$ cat src/rtl/mdu.sv
// Iterative RV32M multiply/divide unit sitting beside the ALU in EX.
// Define MDU_FAST_MUL_EN to replace the 32-step multiplier with a single-cycle 33x33 signed multiply.
module mdu #(
    parameter int XLEN      = 32,
    parameter bit EARLY_OUT = 1'b1
) (
    input  logic            i_clk,
    input  logic            i_rst_n,
    input  logic            i_valid,
    input  logic [2:0]      i_funct3,
    input  logic [XLEN-1:0] i_op1,
    input  logic [XLEN-1:0] i_op2,
    input  logic            i_flush,
    output logic            o_ready,
    output logic            o_busy,
    output logic            o_valid,
    output logic [XLEN-1:0] o_result
);

    typedef enum logic [1:0] {IDLE, MUL, DIV, DONE} state_t;

    state_t      state;
    logic [4:0]  count;
    logic [1:0]  funct_q;
    logic        neg_res_q;
    logic        neg_rem_q;
    logic        special_q;
    logic [31:0] special_res_q;
    logic [63:0] prod_q;
    logic [31:0] mcand_q;
    logic [31:0] rem_q;
    logic [31:0] quo_q;
    logic [31:0] divisor_q;

    logic        op1_signed, op2_signed, neg1, neg2;
    logic [31:0] mag1, mag2;
    logic        div_zero, div_ovf, special;
    logic [31:0] special_res;

    // Operand decode at accept: signedness, magnitudes and the two divide corner cases.
    always_comb begin
        op1_signed = 1'b0;
        op2_signed = 1'b0;
        case (i_funct3)
            3'b001, 3'b100, 3'b110: begin
                op1_signed = 1'b1;
                op2_signed = 1'b1;
            end
            3'b010:  op1_signed = 1'b1;
            default: ;
        endcase
        neg1     = op1_signed & i_op1[31];
        neg2     = op2_signed & i_op2[31];
        mag1     = neg1 ? -i_op1 : i_op1;
        mag2     = neg2 ? -i_op2 : i_op2;
        div_zero = i_funct3[2] && (i_op2 == 32'h0);
        div_ovf  = i_funct3[2] && !i_funct3[0] &&
                   (i_op1 == 32'h8000_0000) && (i_op2 == 32'hFFFF_FFFF);
        special  = div_zero | div_ovf;
        if (div_zero)
            special_res = i_funct3[1] ? i_op1 : 32'hFFFF_FFFF;
        else
            special_res = i_funct3[1] ? 32'h0 : 32'h8000_0000;
    end

    logic [32:0] mul_sum;
    logic [63:0] mul_next, mul_signed;
    logic [31:0] mul_res;
    logic [32:0] div_shift, div_diff;
    logic        div_ge;
    logic [31:0] rem_next, quo_next, rem_signed, quo_signed, div_res;

    // One shift-add and one restoring-divide step; the final step's result feeds sign fix-up directly.
    always_comb begin
        mul_sum    = {1'b0, prod_q[63:32]} + (prod_q[0] ? {1'b0, mcand_q} : 33'h0);
        mul_next   = {mul_sum, prod_q[31:1]};
        mul_signed = neg_res_q ? -mul_next : mul_next;
        mul_res    = (funct_q == 2'b00) ? mul_signed[31:0] : mul_signed[63:32];

        div_shift  = {rem_q, quo_q[31]};
        div_ge     = div_shift >= {1'b0, divisor_q};
        div_diff   = div_shift - {1'b0, divisor_q};
        rem_next   = div_ge ? div_diff[31:0] : div_shift[31:0];
        quo_next   = {quo_q[30:0], div_ge};
        rem_signed = neg_rem_q ? -rem_next : rem_next;
        quo_signed = neg_res_q ? -quo_next : quo_next;
        div_res    = special_q ? special_res_q : (funct_q[1] ? rem_signed : quo_signed);
    end

`ifdef MDU_FAST_MUL_EN
    logic signed [32:0] fast_a, fast_b;
    logic signed [65:0] fast_prod;
    logic [31:0]        fast_res;

    always_comb begin
        fast_a    = {op1_signed & i_op1[31], i_op1};
        fast_b    = {op2_signed & i_op2[31], i_op2};
        fast_prod = fast_a * fast_b;
        fast_res  = (i_funct3[1:0] == 2'b00) ? fast_prod[31:0] : fast_prod[63:32];
    end

    logic unused_bits;
    assign unused_bits = ^{div_diff[32], fast_prod[65:64]};
`else
    logic unused_bits;
    assign unused_bits = div_diff[32];
`endif

    // Control FSM; o_valid and o_result are registered so o_valid is high exactly in DONE.
    always_ff @(posedge i_clk or negedge i_rst_n) begin
        if (!i_rst_n) begin
            state         <= IDLE;
            count         <= 5'd0;
            o_valid       <= 1'b0;
            o_result      <= 32'h0;
            funct_q       <= 2'b00;
            neg_res_q     <= 1'b0;
            neg_rem_q     <= 1'b0;
            special_q     <= 1'b0;
            special_res_q <= 32'h0;
            prod_q        <= 64'h0;
            mcand_q       <= 32'h0;
            rem_q         <= 32'h0;
            quo_q         <= 32'h0;
            divisor_q     <= 32'h0;
        end else begin
            o_valid <= 1'b0;
            case (state)
                IDLE: begin
                    if (i_valid && !i_flush) begin
                        funct_q       <= i_funct3[1:0];
                        neg_res_q     <= neg1 ^ neg2;
                        neg_rem_q     <= neg1;
                        special_q     <= special;
                        special_res_q <= special_res;
                        count         <= 5'd0;
                        if (!i_funct3[2]) begin
`ifdef MDU_FAST_MUL_EN
                            o_result <= fast_res;
                            o_valid  <= 1'b1;
                            state    <= DONE;
`else
                            prod_q  <= {32'h0, mag2};
                            mcand_q <= mag1;
                            state   <= MUL;
`endif
                        end else if (EARLY_OUT && special) begin
                            o_result <= special_res;
                            o_valid  <= 1'b1;
                            state    <= DONE;
                        end else begin
                            rem_q     <= 32'h0;
                            quo_q     <= mag1;
                            divisor_q <= mag2;
                            state     <= DIV;
                        end
                    end
                end
                MUL: begin
                    if (i_flush) begin
                        state <= IDLE;
                    end else begin
                        prod_q <= mul_next;
                        count  <= count + 5'd1;
                        if (count == 5'd31) begin
                            o_result <= mul_res;
                            o_valid  <= 1'b1;
                            state    <= DONE;
                        end
                    end
                end
                DIV: begin
                    if (i_flush) begin
                        state <= IDLE;
                    end else begin
                        rem_q  <= rem_next;
                        quo_q  <= quo_next;
                        count  <= count + 5'd1;
                        if (count == 5'd31) begin
                            o_result <= div_res;
                            o_valid  <= 1'b1;
                            state    <= DONE;
                        end
                    end
                end
                DONE:    state <= IDLE;
                default: state <= IDLE;
            endcase
        end
    end

    assign o_ready = (state == IDLE);
    assign o_busy  = ~o_ready;

endmodule
$ cat config.mk
export PLATFORM = sky130hd
export DESIGN_NAME = mdu
export DESIGN_NICKNAME = d
export VERILOG_FILES = /design/src/rtl/mdu.sv
export SDC_FILE = /design/constraint.sdc
export NUM_CORES = 1
export LEC_CHECK = 0
export BUFFER_PORTS_ARGS = -buffer_cell sky130_fd_sc_hd__buf_2
export CAP_MARGIN = 20
export CORE_MARGIN = 2
export CORE_UTILIZATION = 30
export CTS_BUF_LIST = sky130_fd_sc_hd__clkbuf_16
export DETAILED_ROUTE_END_ITERATION = 12
export PLACE_DENSITY_LB_ADDON = 0.1
export RECOVER_POWER = 50
export SETUP_SLACK_MARGIN = 0.5
export SYNTH_ARGS = -nofsm -noshare
export SYNTH_HDL_FRONTEND = slang
export SYNTH_SLANG_ARGS = --single-unit
$ cat constraint.sdc
create_clock -name i_clk -period 6.05 [get_ports i_clk]
set_input_delay 0.605 -clock i_clk [delete_from_list [all_inputs] [get_ports i_clk]]
set_output_delay 0.605 -clock i_clk [all_outputs]
set_load 0.03 [all_outputs]
==> results.sh <==
export IMPL_syn_area_per_cell_um2=7.732
export IMPL_core_area_um2=70150
export IMPL_hold_viol_final=0
export IMPL_place_gp_congestion=0.9307
export IMPL_drc_errors=0
export IMPL_p_per_area_nw_per_um2=538.4
export IMPL_drive_above_1_share_pct=8.908
export IMPL_vias=21060
export IMPL_grt_overflow_total=0
export IMPL_finalSetupViolations=0
export IMPL_fin_setup_tns_ns=0
export IMPL_vias_per_cell=5.655
export IMPL_end_kind="flop"
export IMPL_dr_pass1_iters=5
export IMPL_p_leak_nw=9.907
export IMPL_p_total_mw=12.85
export IMPL_ys_flop_type="dfrtp_1"
export IMPL_slowest_delay_ns=0.60
export IMPL_cts_sinks=269
export IMPL_clkLatencyLatePin_ns=0.57
export IMPL_final_util_pct=34.02
export IMPL_detail_route_wirelength_um=92070
export IMPL_slew_viol_final=63
export IMPL_failed_checks="max-capacitance violations, max-slew violations"
export IMPL_synth_area_um2=21280
export IMPL_ant_nets=0
export IMPL_whs_ns=0.3962
export IMPL_post_cts_buffers=0
export IMPL_outcome="finished with violations"
export IMPL_drv_cap=1
export IMPL_async_reset_ff_share_pct=100.0
export IMPL_antenna_cells=0
export IMPL_grt_pass1_vias=20010
export IMPL_pin_count=106
export IMPL_hpwl_um=70110
export IMPL_grt_max_degree=134
export IMPL_path_common_cell="a211o_1"
export IMPL_crit_fanout=23
export IMPL_die_area_um2=73080
export IMPL_cts_inserted_buffers=38
export IMPL_synth_edff_count=0
export IMPL_ys_seq_area_share_pct=31.63
export IMPL_power_frac_seq_pct=24.8
export IMPL_h_tree_depth=2
export IMPL_layout_nets=2908
export IMPL_max_freq_ghz=0.1949
export IMPL_grt_pass1_wl_um=136300
export IMPL_antenna_found_initial=3
export IMPL_critical_path_class="reg2reg"
export IMPL_clock_path_buffers=3
export IMPL_dieHeight_um=270.3
export IMPL_clkPwrFrac_pct=17.1
export IMPL_maxSlewHeadroom_pct=-180.0
export IMPL_io_buffers=105
export IMPL_syn_nets=2900
export IMPL_worst_path_max_delay_cell="or4b_1"
export IMPL_min_period_ns=5.130
export IMPL_initial_core_util_pct=30.33
export IMPL_wl_per_cell_um=24.72
export IMPL_vdd_drop_max_uv=252.8
export IMPL_cts_resized=0
export IMPL_dr_first_iter_drc_count=1895
export IMPL_cts_root_buffer="clkbuf_16"
export IMPL_worstMarginPinSlew_ns=4.200
export IMPL_synthToLayoutAreaGrowth_pct=12.16
export IMPL_rsz0062_at_grt="false"
export IMPL_p_switching_mw=6.728
export IMPL_period_share_pct=84.80
export IMPL_rows=97
export IMPL_yosysWarnings=0
export IMPL_cts_hold_buffers=0
export IMPL_yosysUniqueCellTypes=100
export IMPL_cts_clk_slew_worst_paths_ns=0.06
export IMPL_worstSetupStartpointType="flop"
export IMPL_combPwrFrac_pct=58.1
export IMPL_die_w_um=270.3
export IMPL_swShare_pct=52.35
export IMPL_cp_cell_sequence="and2_1, ha_1, fa_1, a21oi_2, o211ai_2, a31oi_2, a211o_1, nand4_1, nor4_4, nand3_1, or4b_1, a211o_1, and4_1, a2111o_1"
export IMPL_cts_tree="built"
export IMPL_internal_power_mw=6.123
export IMPL_fin_skew_ns=0.02464
export IMPL_synthCells=2752
export IMPL_synth_seq_cells=269
export IMPL_required_ns=6.49
export IMPL_arrival_ns=5.57
export IMPL_hp_class="in2reg"
export IMPL_grt_total_usage_pct=24.72
==> routing by layer <==
layer,part of all wire (%),GRT usage (%),vias to the layer above
li1,-,-,9927
met1,47,35.20,10330
met2,44,38.38,679
met3,5.4,3.334,118
met4,3.5,8.200,2
met5,0.014,0,-
==> area by class of cell <==
cell class                      instances  area (um2)
Inverter                               77       291.5
Clock inverter                         23       153.9
Clock buffer                           41        1026
Sequential cell                       269        6734
Tap cell                              940        1176
Fill cell                            7543       46280
Multi-Input combinational cell       2233       13690
Timing Repair Buffer                  141       798.3
==> synthesized netlist by cell type, drive strengths merged, types with 12 or more instances <==
cell type / instances / share of area [%]
nand2: 371 / 6.5
o21ai: 285 / 6.7
a21oi: 274 / 6.5
dfrtp: 269 / 32
nor2: 269 / 4.7
clkbuf: 141 / 2.5
xnor2: 122 / 5.0
xor2: 97 / 4.0
o31ai: 90 / 3.2
ha: 75 / 4.4
inv: 75 / 1.3
nor3: 59 / 1.4
o211ai: 47 / 1.7
and2: 45 / 1.3
nand3: 40 / 0.99
or3: 35 / 1.1
a31oi: 33 / 1.0
buf: 32 / 0.69
nand4: 29 / 0.85
a21o: 26 / 0.92
a211oi: 21 / 0.86
nand2b: 21 / 0.62
o41ai: 20 / 0.91
or4: 19 / 0.71
a22o: 18 / 0.74
mux2i: 18 / 0.85
nor4: 17 / 0.60
and3: 15 / 0.44
or2: 14 / 0.41
mux2: 13 / 0.69
o21a: 12 / 0.42
==> cell families after synthesis <==
kind of cell / Yosys count / share of synthesized area [%]
flip-flops: 269 / 31.63
adder cells (fa/ha/maj): 77 / 4.598
buffers and inverters: 250 / 4.539
XOR/XNOR: 219 / 9.049
AO/OA/AOI/OAI: 925 / 27.17
AND/OR/NAND/NOR: 981 / 21.48
multiplexers: 31 / 1.535
==> registers in the layout (all words and copies together), names as in the netlist <==
| name | cells |
|---|---|
| count | 5 |
| neg_rem_q | 1 |
| mcand_q | 32 |
| special_res_q | 32 |
| o_result | 32 |
| divisor_q | 32 |
| prod_q | 64 |
| funct_q | 2 |
| state | 2 |
| rem_q | 32 |
| neg_res_q | 1 |
| quo_q | 32 |
| special_q | 1 |
| o_valid | 1 |
==> worst paths after layout <==
path,cells after the start,from,slack (ns),endpoint
worst max-delay path,14,prod_q[0]$_DFFE_PN0P_,0.92,o_result[31]$_DFFE_PN0P_
worst min-delay path,3,i_op2[31],0.40,divisor_q[31]$_DFFE_PN0P_
worst max register to register,14,prod_q[0]$_DFFE_PN0P_,0.92,o_result[31]$_DFFE_PN0P_
worst min register to register,2,special_res_q[0]$_DFFE_PN0P_,0.47,special_res_q[0]$_DFFE_PN0P_
max in group asynchronous,3,i_rst_n,1.41,prod_q[48]$_DFFE_PN0P_
min in group asynchronous,1,i_rst_n,1.50,o_result[13]$_DFFE_PN0P_
==> power groups by stage <==
stage                     registers, mW  logic (mW)  clock network, mW
after global routing               3.26        8.15               2.33
final                              3.19        7.47               2.19
after detailed placement           3.19        7.41                  0
after CTS                          3.16        7.44               2.26
after global placement             3.17        7.39                  0
after floorplan                    3.00        4.94                  0
==> worst max-delay path: cells and delay by family (launching register included) <==
family | cells | cell delay [ns]
simple gates | 6 | 1.90
compound gates | 6 | 1.84
fa+ha+maj | 2 | 0.72
flops | 1 | 0.53
==> metrics by stage <==
stage               cell area (um2)  setup slack, ns  instances
floorplan                     21280           0.7491       2752
CTS                           23840           0.6597       3722
global route                  23870           0.5532       3724
finish                        23870           0.9197       3724
detailed placement            22660           0.7114       3658
global placement              22660           0.7618       3658
==> cells in the final DEF (no fill, tap or decap), types with 44 or more instances in the layout <==
cell      instances
ha_1             73
o31ai_1          89
dfrtp_1         267
buf_2            87
and2_1           44
xnor2_1         120
o21ai_0         275
nand2_1         370
o211ai_1         46
inv_1            84
nor2_1          266
nor3_1           58
xor2_1           96
a21oi_1         269
Note: power is estimated with default switching activity, not from simulation.
